$ cat config.mk
export PLATFORM = sky130hd
export DESIGN_NAME = data_mem_access
export DESIGN_NICKNAME = d
export VERILOG_FILES = /design/src/rtl/kabeta_mem_pkg.sv /design/src/rtl/byte_lane_merge.sv /design/src/rtl/data_mem_access.sv
export SDC_FILE = /design/constraint.sdc
export NUM_CORES = 1
export LEC_CHECK = 0
export CAP_MARGIN = 40
export CORE_ASPECT_RATIO = 0.8
export CORE_MARGIN = 2
export CORE_UTILIZATION = 40
export CTS_BUF_LIST = sky130_fd_sc_hd__clkbuf_4 sky130_fd_sc_hd__clkbuf_8
export CTS_CLUSTER_DIAMETER = 120
export DETAILED_ROUTE_END_ITERATION = 16
export GPL_TIMING_DRIVEN = 0
export PLACE_DENSITY = 0.88
export SLEW_MARGIN = 15
export SYNTH_ARGS = -nofsm -noshare
export SYNTH_HDL_FRONTEND = slang
export SYNTH_SLANG_ARGS = --single-unit
$ cat constraint.sdc
create_clock -name Clock -period 3.3 [get_ports Clock]
set_clock_uncertainty 0.2 [all_clocks]
set_input_delay 0.66 -clock Clock [delete_from_list [all_inputs] [get_ports Clock]]
set_output_delay 0.66 -clock Clock [all_outputs]
set_load 0.01 [all_outputs]
$ cat src/rtl/kabeta_mem_pkg.sv
// Shared definitions for the data memory access initiator.
//   state_t    : FSM encoding (RMW states exist only with KABETA_BYTE_WRITE_EN)
//   BYTE_LANES : byte lanes per data word
//   ALL_LANES  : byte-enable mask selecting a full-word store
// Optional feature macro: KABETA_BYTE_WRITE_EN
package kabeta_mem_pkg;
  localparam int BYTE_LANES = 4;
  localparam logic [BYTE_LANES-1:0] ALL_LANES = 4'hF;

`ifdef KABETA_BYTE_WRITE_EN
  typedef enum logic [2:0] {
    ST_IDLE, ST_WR, ST_RD, ST_RD_WAIT, ST_RSP, ST_RMW_RD, ST_RMW_WAIT, ST_RMW_WR
  } state_t;
`else
  typedef enum logic [2:0] {
    ST_IDLE, ST_WR, ST_RD, ST_RD_WAIT, ST_RSP
  } state_t;
`endif
endpackage

$ cat src/rtl/byte_lane_merge.sv
// Combinational byte-lane merge used by the read-modify-write store path.
//   old_word : word read back from RAM
//   new_word : store data from the request
//   mask     : bit i selects new_word lane i (bits [8i+7:8i])
//   merged   : resulting word to write back
// Only instantiated when KABETA_BYTE_WRITE_EN is defined.
module byte_lane_merge
  import kabeta_mem_pkg::*;
(
  input  logic [BYTE_LANES*8-1:0] old_word,
  input  logic [BYTE_LANES*8-1:0] new_word,
  input  logic [BYTE_LANES-1:0]   mask,
  output logic [BYTE_LANES*8-1:0] merged
);
  for (genvar i = 0; i < BYTE_LANES; i++) begin : g_lane
    assign merged[8*i +: 8] = mask[i] ? new_word[8*i +: 8] : old_word[8*i +: 8];
  end
endmodule

$ cat src/rtl/data_mem_access.sv
// CPU-side initiator for the block-RAM data port. Takes one load/store at a
// time over a valid/ready request channel, drives registered RAM controls,
// waits out the fixed read latency and returns load data on a valid/ready
// response channel. Stores never produce a response.
// Ports:
//   Clock, Reset            : rising-edge clock, synchronous active-high reset
//   Req_Valid/Req_Ready     : request handshake (ready only while idle)
//   Req_Write/Addr/WData    : store flag, word address, store data
//   Req_ByteEn              : store byte lanes (KABETA_BYTE_WRITE_EN only)
//   Rsp_Valid/Rsp_Ready     : load response handshake, Rsp_RData payload
//   Mem_Addr/En_R/En_W      : RAM word address and enables
//   Mem_Data_W/Mem_Data_R   : RAM write / read data
// Optional feature macro: KABETA_BYTE_WRITE_EN (partial stores via RMW).
module data_mem_access
  import kabeta_mem_pkg::*;
#(
  parameter int ADDR_W = 30,
  parameter int DATA_W = 32,
  parameter int RD_LAT = 2
) (
  input  logic              Clock,
  input  logic              Reset,
  input  logic              Req_Valid,
  output logic              Req_Ready,
  input  logic              Req_Write,
  input  logic [ADDR_W-1:0] Req_Addr,
  input  logic [DATA_W-1:0] Req_WData,
`ifdef KABETA_BYTE_WRITE_EN
  input  logic [3:0]        Req_ByteEn,
`endif
  output logic              Rsp_Valid,
  input  logic              Rsp_Ready,
  output logic [DATA_W-1:0] Rsp_RData,
  output logic [ADDR_W-1:0] Mem_Addr,
  output logic              Mem_En_R,
  output logic              Mem_En_W,
  output logic [DATA_W-1:0] Mem_Data_W,
  input  logic [DATA_W-1:0] Mem_Data_R
);
  localparam int CNT_W = $clog2(RD_LAT + 1);

  state_t           state;
  logic [CNT_W-1:0] cnt;

`ifdef KABETA_BYTE_WRITE_EN
  logic [DATA_W-1:0] wdata_q;
  logic [3:0]        be_q;
  logic [DATA_W-1:0] merged;

  byte_lane_merge u_merge (
    .old_word (Mem_Data_R),
    .new_word (wdata_q),
    .mask     (be_q),
    .merged   (merged)
  );
`endif

  always_ff @(posedge Clock) begin
    if (Reset) begin
      state      <= ST_IDLE;
      cnt        <= '0;
      Req_Ready  <= 1'b1;
      Rsp_Valid  <= 1'b0;
      Rsp_RData  <= '0;
      Mem_En_R   <= 1'b0;
      Mem_En_W   <= 1'b0;
      Mem_Addr   <= '0;
      Mem_Data_W <= '0;
`ifdef KABETA_BYTE_WRITE_EN
      wdata_q    <= '0;
      be_q       <= '0;
`endif
    end else begin
      case (state)
        ST_IDLE: begin
          // Req_Ready is high throughout IDLE, so Req_Valid alone means accept.
          if (Req_Valid) begin
            if (!Req_Write) begin
              state     <= ST_RD;
              Mem_En_R  <= 1'b1;
              Mem_Addr  <= Req_Addr;
              Req_Ready <= 1'b0;
            end
`ifdef KABETA_BYTE_WRITE_EN
            else if (Req_ByteEn == '0) begin
              // Empty mask: nothing to write, stay ready.
            end else if (Req_ByteEn != ALL_LANES) begin
              state     <= ST_RMW_RD;
              Mem_En_R  <= 1'b1;
              Mem_Addr  <= Req_Addr;
              wdata_q   <= Req_WData;
              be_q      <= Req_ByteEn;
              Req_Ready <= 1'b0;
            end
`endif
            else begin
              state      <= ST_WR;
              Mem_En_W   <= 1'b1;
              Mem_Addr   <= Req_Addr;
              Mem_Data_W <= Req_WData;
              Req_Ready  <= 1'b0;
            end
          end
        end
        ST_WR: begin
          Mem_En_W  <= 1'b0;
          Req_Ready <= 1'b1;
          state     <= ST_IDLE;
        end
        ST_RD: begin
          Mem_En_R <= 1'b0;
          cnt      <= CNT_W'(RD_LAT);
          state    <= ST_RD_WAIT;
        end
        ST_RD_WAIT: begin
          // Last wait cycle is the one in which RAM data is valid.
          if (cnt == CNT_W'(1)) begin
            Rsp_RData <= Mem_Data_R;
            Rsp_Valid <= 1'b1;
            state     <= ST_RSP;
          end else begin
            cnt <= cnt - 1'b1;
          end
        end
        ST_RSP: begin
          if (Rsp_Ready) begin
            Rsp_Valid <= 1'b0;
            Req_Ready <= 1'b1;
            state     <= ST_IDLE;
          end
        end
`ifdef KABETA_BYTE_WRITE_EN
        ST_RMW_RD: begin
          Mem_En_R <= 1'b0;
          cnt      <= CNT_W'(RD_LAT);
          state    <= ST_RMW_WAIT;
        end
        ST_RMW_WAIT: begin
          if (cnt == CNT_W'(1)) begin
            Mem_Data_W <= merged;
            Mem_En_W   <= 1'b1;
            state      <= ST_RMW_WR;
          end else begin
            cnt <= cnt - 1'b1;
          end
        end
        ST_RMW_WR: begin
          Mem_En_W  <= 1'b0;
          Req_Ready <= 1'b1;
          state     <= ST_IDLE;
        end
`endif
        default: begin
          Mem_En_R  <= 1'b0;
          Mem_En_W  <= 1'b0;
          Req_Ready <= 1'b1;
          state     <= ST_IDLE;
        end
      endcase
    end
  end
endmodule

==> flow_summary_export.csv, run 1 <==
group,metric,value,unit
status,status,"complete, no violations",
final_layout,syn2layout_area_growth,59.0,%
synthesis,synth-async-reset-ratio,0,%
placed_design,io_buffers,195,
clocking,root_buffer,"clkbuf_8",
critical_path,regToRegStartpoint,"state[0]",
critical_path,crit_path_start_kind,"primary input",
critical_path,crit_type,"primary input to flip-flop",
floorplanning,core,9530,um2
critical_path,path_max_fanout,10,
synthesis,yosysMostFrequentCell,"nand2_1",
floorplanning,initial_core_util,40.6,%
worst_hold_path,holdCritPathClass,"flip-flop to flip-flop",
clocking,tritoncts,"built",
timing,finalCriticalPeriod,2.32,ns
clocking,clk_path_buf_depth,2,
routing,first_iter_violations,296,
synthesis,synth-seq-cells,103,
synthesis,yosysTopAreaCellShare,53.3,%
timing,setup_violations,0,
routing,via_per_inst,5.07,
power_and_ir_drop,seq_power_share,52.3,%
critical_path,cp-startpoint,"Req_Valid",
placed_design,hpwl,8940,um
critical_path,required,3.39,ns
global_routing,grt_usage,22.3,%
synthesis,synth_edf_count,0,
floorplanning,dieArea,10500,um2
synthesis,synthDistinctLibCells,35,
synthesis,syn_area,3870,um2
clocking,ctsHtreeMaxLevel,3,
power_and_ir_drop,power_density,415,nW/um2
power_and_ir_drop,sw_frac_of_total,26.6,%
clocking,post_cts_buffers,0,
critical_path,arrival,2.41,ns
critical_path,critPathCapture,"Mem_Data_W[8]",
clocking,clkSinkCount,103,
power_and_ir_drop,clkPwrFrac,28.4,%
floorplanning,die_x,114,um
timing,finalHoldViolations,0,
synthesis,synth_fp_nets,574,
critical_path,path_buf_inv,2,
critical_path,worstPathCellList,"clkdlybuf4s50_1, nor4b_4, buf_2, nand3_1, a21oi_1",
global_routing,antenna_found_initial,0,
final_layout,fillers,818,
routing,wl_per_cell,14.7,um
floorplanning,die_y,91.9,um
synthesis,ys_top_cells_by_count,"125 x nand2_1, 103 x dfxtp_1, 99 x a21oi_1",
routing,drcViolationCount,0,
critical_path,r2r_end,"Rsp_RData[27]",
final_layout,n_antenna_cell,0,
timing,post-route-period-util,70.2,%
floorplanning,num_rows,32,
synthesis,yosysWarnings,0,
critical_path,r2r_cells,5,
critical_path,ff2ff_setup_slack,1.40,ns
placed_design,gp_congestion,0.862,
synthesis,synth_top_flop_cell,"dfxtp_1",
timing,maxSlewViolCount,0,
run,cap_violations,0,
clocking,hold_buffers,0,
critical_path,crit_cells,5,
routing,num_vias,4076,
clocking,clk_latency,0.36,ns
synthesis,synth_area_leader_cell,"dfxtp_1",
timing,slew_headroom,59.3,%
timing,fin_tns_setup,0,ns
timing,fmax,432,MHz
power_and_ir_drop,p_int,1.87,mW
power_and_ir_drop,p_sw,0.677,mW
power_and_ir_drop,leakage,2.15,nW
power_and_ir_drop,peakVddDrop,0.285,mV
synthesis,synth_area_leaders,"dfxtp_1 53%, a21oi_1 13%, nand2_1 12%, nand3_1 4.1%, o21ai_1 3.6%",
final_layout,nNetsFinal,780,
global_routing,grt_pass1_wl,18500,um
routing,wirelength,11800,um
global_routing,grt_max_degree,17,
synthesis,synth_area_per_cell,8.16,um2
routing,drt-pass1-iter-count,6,
critical_path,critPathMaxStageDelay,0.59,ns
final_layout,layout-drive-gt1-share,5.99,%
placed_design,dp_slack,0.583,ns
power_and_ir_drop,pwr-share-comb,19.3,%
critical_path,end_kind,"flip-flop",
synthesis,ys_seq_area_share,53.3,%
global_routing,grt_overflow,0,
timing,setup_slack,0.984,ns
critical_path,worst_path_max_delay_cell,"clkdlybuf4s50_1",
clocking,path_clk_slew,0.09,ns
critical_path,path_delay_family,"buffers and inverters",
synthesis,synthCells,474,
routing,antenna_left,0,
floorplanning,io_pins,197,
clocking,cts_resized,0,
clocking,cts_buffers,9,
global_routing,first_global_vias,3914,
timing,tightest_slew,0.608,ns
timing,rsz0062_at_grt,"no",
-- sequential cells by signal, indices dropped and copies added (netlist names) --
name	flops
Req_Ready	1
state	3
cnt	2
Rsp_Valid	1
Mem_En_R	1
Mem_Addr	30
Mem_Data_W	32
Mem_En_W	1
Rsp_RData	32
-- worst register-to-register path: cells and delay by family, from the launching register on --
kind | cells | cell delay (ns)
buffers and inverters | 2 | 0.60
DFF | 1 | 0.48
and+or+nand+nor | 2 | 0.42
AOI/OAI and AO/OA | 1 | 0.08
-- routing by layer --
metal / vias to the layer above / GRT usage (%) / routed length, um
li1: 2013 / - / -
met2: 162 / 39.0 / 5940
met5: - / 0 / 0
met4: 0 / 7.93 / 159
met3: 17 / 8.26 / 981
met1: 1884 / 24.8 / 4750
-- cells by family after synthesis --
kind of cell | synth area share, %
simple gates | 19.6
compound gates | 20.6
flops | 53.3
buf+inv | 6.15
fa+ha+maj | 0.324
-- per-stage QoR --
stage / power (mW) / std cells / utilization, % / hold WS, ns / cell area [um2]
floorplan: 1.57 / 474 / - / 0.262 / 3870
global placement: 1.84 / 788 / 62.6 / 0.237 / 5970
detailed placement: 1.86 / 788 / 62.6 / 0.239 / 5970
CTS: 2.58 / 804 / 64.5 / 0.253 / 6150
global route: 2.68 / 804 / 64.5 / 0.276 / 6150
finish: 2.55 / 804 / 64.5 / 0.246 / 6150
-- power groups by stage --
stage,Combinational (mW),Sequential [mW],Clock (mW)
after floorplan,0.189,1.38,0
after global placement,0.481,1.36,0
after detailed placement,0.493,1.36,0
after CTS,0.496,1.33,0.751
after global routing,0.536,1.34,0.802
final,0.494,1.33,0.724
-- how the worst min path moves through the flow --
stage | startpoint | end | slack [ns] | cells after the start
after detailed placement | Mem_En_W | Mem_En_W | 0.24 | 2
after CTS | Mem_En_R | Mem_En_R | 0.25 | 2
final | Mem_En_W | Mem_En_W | 0.25 | 2
after global routing | Mem_En_W | Mem_En_W | 0.28 | 2
after floorplan | cnt[0] | cnt[0] | 0.26 | 2
after global placement | Mem_En_W | Mem_En_W | 0.24 | 2
-- final cells by class --
| type | count | area [um2] | area share (%) |
|---|---|---|---|
| plain buffers | 43 | 211 | 3.44 |
| clock buffers | 11 | 145 | 2.36 |
| clock inverters | 5 | 33.8 | 0.550 |
| inverters | 7 | 26.3 | 0.428 |
| multi-input cells | 321 | 1570 | 25.5 |
| flip-flops and latches | 103 | 2060 | 33.6 |
| well taps | 119 | 149 | 2.42 |
| repair buffers | 195 | 1950 | 31.8 |
-- cells in the final DEF (no fill, tap or decap), types with 2 or more instances in the layout --
cell	netlist	layout
a311oi_1	2	2
clkbuf_1	20	20
buf_1	3	3
or4b_1	2	2
inv_1	7	7
nand3_1	32	32
o211ai_1	2	2
nor2b_1	3	3
buf_2	16	16
clkinvlp_4	0	2
dfxtp_1	103	103
clkdlybuf4s50_1	0	195
o21ai_1	28	28
a21oi_1	99	99
o21ai_0	6	6
a41oi_1	2	2
nand2_1	125	125
buf_6	4	4
clkbuf_8	0	10
o21ai_2	2	2
clkinv_2	0	2
No activity file was read; power rests on OpenSTA's default activity.
==> inputs of run 2 (changes only) <==
==> constraint.sdc (replaced) <==
create_clock -name Clock -period 2.34 [get_ports Clock]
set_clock_uncertainty 0.2 [all_clocks]
set_input_delay 0.468 -clock Clock [delete_from_list [all_inputs] [get_ports Clock]]
set_output_delay 0.468 -clock Clock [all_outputs]
set_load 0.01 [all_outputs]
==> results of run 2 <==
The final DEF is identical to that of run 1. Status: complete, no violations.
Main changes from that run: setup slack after placement 0.583 ns -> -0.185 ns; setup slack after layout 0.984 ns -> 0.216 ns; register-to-register setup slack 1.40 ns -> 0.44 ns; total power 2.55 mW -> 3.60 mW; worst IR drop on VDD 0.285 mV -> 0.402 mV
